===== src/rtl/divider_pkg.sv =====
// Shared definitions for the sequential non-restoring divider.
// Optional feature macro: DIV_ZERO_FLAG_EN (adds the div_zero output).
package divider_pkg;

   localparam int unsigned DIV_WIDTH = 32;
   localparam int unsigned CNT_W     = $clog2(DIV_WIDTH);

   typedef enum logic [1:0] {
      IDLE   = 2'd0,
      DIVIDE = 2'd1,
      FIX    = 2'd2,
      DONE   = 2'd3
   } div_state_e;

endpackage


===== src/rtl/div_step.sv =====
// One combinational non-restoring division iteration on magnitudes.
// p is the signed partial remainder, a the quotient/dividend shift register,
// d the divisor magnitude (zero-extended to WIDTH+1 bits).
module div_step
   import divider_pkg::*;
#(
   parameter int unsigned WIDTH = DIV_WIDTH
) (
   input  logic [WIDTH:0]   p,
   input  logic [WIDTH-1:0] a,
   input  logic [WIDTH:0]   d,
   output logic [WIDTH:0]   p_next,
   output logic [WIDTH-1:0] a_next
);

   logic [WIDTH:0] p_shift;

   // Shift {p,a} left, then subtract or add d depending on the old sign of p.
   always_comb begin
      p_shift = {p[WIDTH-1:0], a[WIDTH-1]};
      // Wrap-around in WIDTH+1 bits is harmless: the true result always fits.
      if (p[WIDTH]) begin
         p_next = p_shift + d;
      end else begin
         p_next = p_shift - d;
      end
      a_next = {a[WIDTH-2:0], ~p_next[WIDTH]};
   end

endmodule


===== src/rtl/nonrestoring_divider.sv =====
// Sequential signed divider: quotient (LO) and remainder (HI) via a
// non-restoring shift/add-sub loop, WIDTH iterations plus fix-up.
// Optional feature macro: DIV_ZERO_FLAG_EN adds the div_zero output flag.
module nonrestoring_divider
   import divider_pkg::*;
#(
   parameter int unsigned WIDTH = DIV_WIDTH
) (
   input  logic               clock,
   input  logic               reset,
   input  logic               start,
   input  logic [WIDTH-1:0]   dividend,
   input  logic [WIDTH-1:0]   divisor,
   output logic [WIDTH-1:0]   quotient,
   output logic [WIDTH-1:0]   remainder,
   output logic [2*WIDTH-1:0] result,
   output logic               busy,
   output logic               done
`ifdef DIV_ZERO_FLAG_EN
   ,
   output logic               div_zero
`endif
);

   localparam int unsigned CntW = $clog2(WIDTH);

   div_state_e       state_q, state_d;
   logic [CntW-1:0]  count_q, count_d;
   logic [WIDTH:0]   p_q, p_d;
   logic [WIDTH-1:0] a_q, a_d;
   logic [WIDTH:0]   d_q, d_d;
   logic             q_neg_q, q_neg_d;
   logic             r_neg_q, r_neg_d;
   logic             zero_q, zero_d;
   logic [WIDTH-1:0] quotient_q, quotient_d;
   logic [WIDTH-1:0] remainder_q, remainder_d;
   logic             done_q, done_d;

   logic [WIDTH:0]   step_p;
   logic [WIDTH-1:0] step_a;
   logic [WIDTH-1:0] dividend_mag;
   logic [WIDTH-1:0] divisor_mag;
   logic [WIDTH-1:0] fix_r;

   // -2^(WIDTH-1) negates to itself, which read as unsigned is the exact magnitude.
   assign dividend_mag = dividend[WIDTH-1] ? -dividend : dividend;
   assign divisor_mag  = divisor[WIDTH-1]  ? -divisor  : divisor;

   // Final restoring correction: only the low WIDTH bits survive into the output.
   assign fix_r = p_q[WIDTH] ? (p_q[WIDTH-1:0] + d_q[WIDTH-1:0]) : p_q[WIDTH-1:0];

   div_step #(
      .WIDTH (WIDTH)
   ) u_div_step (
      .p      (p_q),
      .a      (a_q),
      .d      (d_q),
      .p_next (step_p),
      .a_next (step_a)
   );

   // Next-state, datapath and output-load decisions.
   always_comb begin
      state_d     = state_q;
      count_d     = count_q;
      p_d         = p_q;
      a_d         = a_q;
      d_d         = d_q;
      q_neg_d     = q_neg_q;
      r_neg_d     = r_neg_q;
      zero_d      = zero_q;
      quotient_d  = quotient_q;
      remainder_d = remainder_q;
      done_d      = 1'b0;

      unique case (state_q)
         IDLE: begin
            if (start) begin
               q_neg_d = dividend[WIDTH-1] ^ divisor[WIDTH-1];
               r_neg_d = dividend[WIDTH-1];
               p_d     = '0;
               count_d = '0;
               if (divisor == '0) begin
                  // Keep the raw dividend so it can be returned as the remainder.
                  zero_d  = 1'b1;
                  a_d     = dividend;
                  d_d     = '0;
                  state_d = DONE;
               end else begin
                  zero_d  = 1'b0;
                  a_d     = dividend_mag;
                  d_d     = {1'b0, divisor_mag};
                  state_d = DIVIDE;
               end
            end
         end
         DIVIDE: begin
            p_d     = step_p;
            a_d     = step_a;
            count_d = count_q + CntW'(1);
            if (count_q == CntW'(WIDTH - 1)) begin
               state_d = FIX;
            end
         end
         FIX: begin
            quotient_d  = q_neg_q ? -a_q : a_q;
            remainder_d = r_neg_q ? -fix_r : fix_r;
            state_d     = DONE;
         end
         DONE: begin
            done_d = 1'b1;
            if (zero_q) begin
               quotient_d  = '1;
               remainder_d = a_q;
            end
            state_d = IDLE;
         end
         default: begin
            state_d = IDLE;
         end
      endcase
   end

   // State and datapath registers; reset aborts any operation in flight.
   always_ff @(posedge clock) begin
      if (reset) begin
         state_q     <= IDLE;
         count_q     <= '0;
         p_q         <= '0;
         a_q         <= '0;
         d_q         <= '0;
         q_neg_q     <= 1'b0;
         r_neg_q     <= 1'b0;
         zero_q      <= 1'b0;
         quotient_q  <= '0;
         remainder_q <= '0;
         done_q      <= 1'b0;
      end else begin
         state_q     <= state_d;
         count_q     <= count_d;
         p_q         <= p_d;
         a_q         <= a_d;
         d_q         <= d_d;
         q_neg_q     <= q_neg_d;
         r_neg_q     <= r_neg_d;
         zero_q      <= zero_d;
         quotient_q  <= quotient_d;
         remainder_q <= remainder_d;
         done_q      <= done_d;
      end
   end

`ifdef DIV_ZERO_FLAG_EN
   logic div_zero_q;

   // Zero-divisor flag: raised together with done, dropped on the next acceptance.
   always_ff @(posedge clock) begin
      if (reset) begin
         div_zero_q <= 1'b0;
      end else if (state_q == IDLE && start) begin
         div_zero_q <= 1'b0;
      end else if (state_q == DONE) begin
         div_zero_q <= zero_q;
      end
   end

   assign div_zero = div_zero_q;
`endif

   assign quotient  = quotient_q;
   assign remainder = remainder_q;
   assign result    = {remainder_q, quotient_q};
   assign busy      = (state_q == DIVIDE) || (state_q == FIX);
   assign done      = done_q;

endmodule


===== config.mk =====
export PLATFORM = sky130hd
export DESIGN_NAME = nonrestoring_divider
export DESIGN_NICKNAME = d
export VERILOG_FILES = /design/src/rtl/divider_pkg.sv /design/src/rtl/div_step.sv /design/src/rtl/nonrestoring_divider.sv
export SDC_FILE = /design/constraint.sdc
export NUM_CORES = 1
export LEC_CHECK = 0
export CORE_ASPECT_RATIO = 0.8
export CORE_MARGIN = 1.5
export CORE_UTILIZATION = 25
export CTS_CLUSTER_DIAMETER = 120
export DETAILED_ROUTE_END_ITERATION = 16
export PLACE_DENSITY = 0.48
export SLEW_MARGIN = 20
export SYNTH_ARGS = -nofsm -noshare
export SYNTH_HDL_FRONTEND = slang
export SYNTH_SLANG_ARGS = --single-unit
export TNS_END_PERCENT = 1

===== constraint.sdc =====
create_clock -name clock -period 10.3 [get_ports clock]
set_input_delay 2.06 -clock clock [delete_from_list [all_inputs] [get_ports clock]]
set_output_delay 2.06 -clock clock [all_outputs]
set_load 0.02 [all_outputs]

Word level (Yosys, flattened, before mapping)
Cells that the tools add are included.
- add/sub/neg operators: 8
- multipliers: 0
- divide/modulo/power cells: 0
- order comparisons: 0
- equality and inequality tests: 7
- shift-type cells: 0
- muxes and demuxes: 24
- bitwise operators: 2
- reductions and logical operators: 9
- operators by type and width (operator ; count):
    $mux W32 ; 10
    $pmux W32 S2 ; 3
    $neg A32 Y32 ; 4
    $mux W33 ; 2
    $pmux W33 S2 ; 1
    $add A33 B33 Y33 ; 1
    $sub A33 B33 Y33 ; 1
    $add A32 B32 Y32 ; 1
    $logic_not A32 Y1 ; 1
    $pmux W5 S2 ; 1
    $pmux W2 S4 ; 1
    $reduce_and A2 Y1 ; 4
    $mux W2 ; 3
    $ne A2 B2 Y1 const B ; 3
    $add A5 B1 Y5 const B ; 1
    $eq A5 B5 Y1 const B ; 1
    $mux W5 ; 1
    $eq A2 B2 Y1 const B ; 2
    $reduce_bool A2 Y1 ; 2
    $eq A2 B1 Y1 const B ; 1
    $logic_not A2 Y1 ; 1
    $mux W1 ; 2
    $logic_or A1 B1 Y1 ; 1
    $not A1 Y1 ; 1
    $xor A1 B1 Y1 ; 1
- bits in registers: 173
- latch bits: 0
- memory bits (writable): 0
- bits in read-only memories: 0
- output and inout bits: 130
- word-level logic and storage cells: 61
- memories kept: 0

Depth between registers and ports, before layout
- word-level depth: 5
- depth in mapped cells: 22
- depth with buffers taken out: 21

By module
A second synthesis with hierarchy kept.
- cells, all modules: 1942
- area total of the unflattened synthesis: 14916.8 um^2
- by module, submodules not included (module ; times used ; cells an instance ; area each (um^2) ; sequential area each (um^2)):
    nonrestoring_divider ; 1 ; 1553 ; 12116.6 ; 3443.3
    div_step ; 1 ; 389 ; 2800.2 ; 0.0

Worst setup path after synthesis
Ideal clock, no wire load.
- path type: input to register
- from: input divisor[0]
- to: register a_q[14]
- arrival: 5.189 ns
- required time: 10.230 ns
- setup slack: 5.041 ns
- stages on the path: 14
- path buffers: 1
- cell sequence: inv_1 > ha_1 > nor3b_1 > nand4b_1 > or3_1 > or4b_2 > nor3b_2 > nand2b_1 > clkbuf_1 > nor2_1 > xnor2_1 > o21ai_0 > nand2_1 > a21oi_1
- cells in the longest elaborated chain, start to end: 4
- ends and longest elaborated chain (item ; RTL line ; text):
    start, declared ; nonrestoring_divider.sv:13 ; input logic [WIDTH-1:0] divisor,
    $logic_not A32 Y1 ; nonrestoring_divider.sv:83 ; if (divisor == '0) begin
    $mux W32 ; nonrestoring_divider.sv:83 ;
    $mux W32 ; nonrestoring_divider.sv:78 ; if (start) begin
    $pmux W32 S2 ; nonrestoring_divider.sv:76 ; unique case (state_q)
    end signal, assigned ; nonrestoring_divider.sv:130 ; a_q <= '0;
    end signal, assigned ; nonrestoring_divider.sv:142 ; a_q <= a_d;
    end, declared ; nonrestoring_divider.sv:30 ; logic [WIDTH-1:0] a_q, a_d;
No other way between the ends. The select of a mux whose other input is x is not followed.
A chain may end at the register's enable or synchronous reset.

Worst setup path in the final report
- from: input divisor[1]
- to: register a_q[20]
Same word-level chain as after synthesis.

==> flow_summary.yaml <==
clocking:
  clk_path_buf_depth: 2
  cts_num_sinks: 172
  cts_hold_buf: 0
  clk_pin_slew_ns: 0.09
  cts_resized: 0
  cts_root_buf: "clkbuf_16"
  clkLatencyLatePin_ns: 0.48
  cts_setup_buffers: 0
  htree_levels: 4
  cts_tree: "yes"
  cts_buffers: 17
yosys:
  seq_area_frac_synth_pct: 24.53
  synth_top_area_cell: "dfxtp_1"
  synth-edff-count: 0
  synthMuxAreaShare_pct: 1.801
  synth-compound-area-share_pct: 26.89
  synth-xor-area-share_pct: 11.42
  yosys.area_share.simple_pct: 20.48
  ys_async_sr_fraction_pct: 0
  mappedNetlistNets: 2020
  synthTopCellsByArea: "dfxtp_1 (25%), xor2_1 (6.7%), ha_1 (6.6%)"
  synth_cell_types: 85
  synth-seq-cells: 172
  synth_top_family_by_area: "compound AO/OA/AOI/OAI gates"
  synth_top_area_share_pct: 24.53
  syn_inst: 1877
  yosys.area_share.adder_pct: 6.882
  yosys_warnings: 0
  synth-main-ff-cell: "dfxtp_1"
  syn_area_per_cell_um2: 7.478
  netlist_area_um2: 14040
critical_path:
  crit_slowest_cell: "or4b_2"
  r2r-start: "d_q[2]"
  worstPathMaxFanout: 13
  crit_chain: "clkdlybuf4s50_1, inv_1, ha_1, nor3b_1, nand4b_1, or3_1, or4b_2, nor3b_2, buf_4, nand2b_1, a21oi_1, xnor2_1, o21ai_0, nand2_1, a21oi_1"
  crit_type: "input port to register"
  required_ns: 10.71
  arrival_ns: 6.48
  critPathCaptureType: "register"
  max_stage_delay_ns: 0.72
  critPathLaunch: "divisor[1]"
  cp_common_cell: "a21oi_1"
  start_kind: "input port"
die:
  start_util_pct: 25.34
  fp-row-count: 77
  fp.dieH_um: 214.9
  die-area_um2: 57580
  chipWidth_um: 267.9
  coreArea_um2: 55400
  pin_count: 197
worst_hold_path:
  hp-start: "zero_q"
  hp-class: "register to register"
power:
  swShare_pct: 51.00
  p_leak_nw: 6.140
  combPwrFrac_pct: 64.3
  seq_power_share_pct: 22.5
  p_clk_share_pct: 13.1
  p_total_w: 0.005262
  p_int_w: 0.002579
  power_switching_w: 0.002683
  power_density_nw_per_um2: 313.5
  vdd.ir_drop.worst_mv: 0.1357
cells_and_area:
  layout_commonest_cell: "nand2_1"
  antenna_cells: 0
  layout-drive-gt1-share_pct: 4.581
  fin_util_pct: 30.30
  multi_input_area_um2: 9500
  nFillCells: 5851
  synthToLayoutAreaGrowth_pct: 19.58
  final_area_um2: 16780
  nets: 2073
  layout_common_cells: "nand2_1 (199), nor2_1 (197), clkdlybuf4s50_1 (195)"
  seqCellArea_um2: 3446
timing:
  fmax_mhz: 164.8
  finalCritPeriodShare_pct: 58.91
  rsz0062_at_grt: "false"
  worstMarginPinSlew_ns: 1.101
  finalSetupTns_ns: 0
  slew_headroom_pct: 26.62
  period_needed_ns: 6.068
  drv_slew: 0
  hold_violations: 0
  timing.final.ws_setup_ns: 4.232
  setup_viol: 0
  skew_ns: 0.02121
route:
  drt_iter0_drc: 902
  num_vias: 13710
  viasPerCell: 5.090
  wirelength_um: 48000
  wl_per_cell_um: 17.82
  final_antenna_net_count: 0
  drtPass1Iterations: 5
  drc: 0
grt:
  grt_max_degree: 76
  grt_pass1_vias: 12830
  antenna_found_initial: 0
  grt_use_total_pct: 16.49
  grt-ovfl-total: 0
  grt_pass1_wl_um: 74300
job:
  maxCapViolations: 0
placement:
  port_buffers: 196
  placed_area_um2: 16160
  pre_cts_ws_ns: 3.720
  gp_congestion: 0.8665
  hpwl_um: 37010
outcome:
  outcome: "finished, final reports clean"
-- routing by layer --
layer | global-route usage [%] | up-vias | part of all wire [%]
met1 | 22.68 | 6595 | 49
met2 | 26.82 | 259 | 46
met3 | 2.395 | 35 | 3.3
met4 | 4.218 | 0 | 1.5
met5 | 0 | - | 0
li1 | - | 6819 | -
-- sequential cells by signal, indices dropped and copies added, names as in the netlist --
register	flops
remainder	32
p_q	33
q_neg_q	1
d_q	32
zero_q	1
quotient	32
count_q	5
a_q	32
r_neg_q	1
state_q	2
done	1
-- kinds of logic (layout without fill, tap and decap cells) --
logic type,Yosys count,after routing
AO/OA/AOI/OAI,571,571
XOR/XNOR,183,183
adder cells (fa/ha/maj),76,76
buffers and inverters,231,297
flip-flops,172,172
multiplexers,25,25
AND/OR/NAND/NOR,619,619
-- synth_stat cells (27+ instances only) --
library cell,count
o21ai_0,106
ha_1,74
o31ai_1,33
clkbuf_1,99
a21oi_1,153
nand3_1,29
nor2_1,199
nor3_1,45
nand2_1,199
dfxtp_1,172
a211oi_1,63
inv_1,51
xor2_1,107
a22oi_1,27
xnor2_1,76
buf_4,64
-- critical path, delay by kind of cell --
| family | cells | cell delay, ns |
|---|---|---|
| AO/OA/AOI/OAI | 3 | 0.41 |
| XOR/XNOR | 1 | 0.15 |
| adder cells (fa/ha/maj) | 1 | 0.16 |
| buffers and inverters | 3 | 0.81 |
| AND/OR/NAND/NOR | 7 | 2.88 |
-- power groups by stage --
| stage | sequential [W] | clock [W] | combinational (W) |
|---|---|---|---|
| after global placement | 0.00120 | 0 | 0.00334 |
| after detailed placement | 0.00121 | 0 | 0.00336 |
| after floorplan | 0.00110 | 0 | 0.00252 |
| after global routing | 0.00122 | 0.000731 | 0.00375 |
| after CTS | 0.00119 | 0.000707 | 0.00338 |
| final | 0.00119 | 0.000690 | 0.00339 |
-- area by class of cell --
class / instances / area share [%]
tap: 750 / 5.591
timing repair buffer: 212 / 12.39
inverter: 53 / 1.185
clock inverter: 15 / 1.163
sequential: 172 / 20.53
multi-input combinational: 1474 / 56.61
clock buffer: 17 / 2.535
-- per-stage QoR --
| stage | instances | hold WS, ns |
|---|---|---|
| 5_1_grt | 2693 | 0.5060 |
| 3_3_place_gp | 2661 | 0.4564 |
| 6_report | 2693 | 0.4679 |
| 4_1_cts | 2693 | 0.4692 |
| 2_1_floorplan | 1877 | 0.4450 |
| 3_5_place_dp | 2661 | 0.4575 |
-- path summary, 6_finish.rpt --
check        depth (start not counted)  slack [ns]      end
max                                 15        4.23  a_q[20]
min                                  2        0.47   zero_q
max reg2reg                         18        5.55   a_q[0]
min reg2reg                          2        0.47   zero_q
No activity file was read; power rests on OpenSTA's default activity.
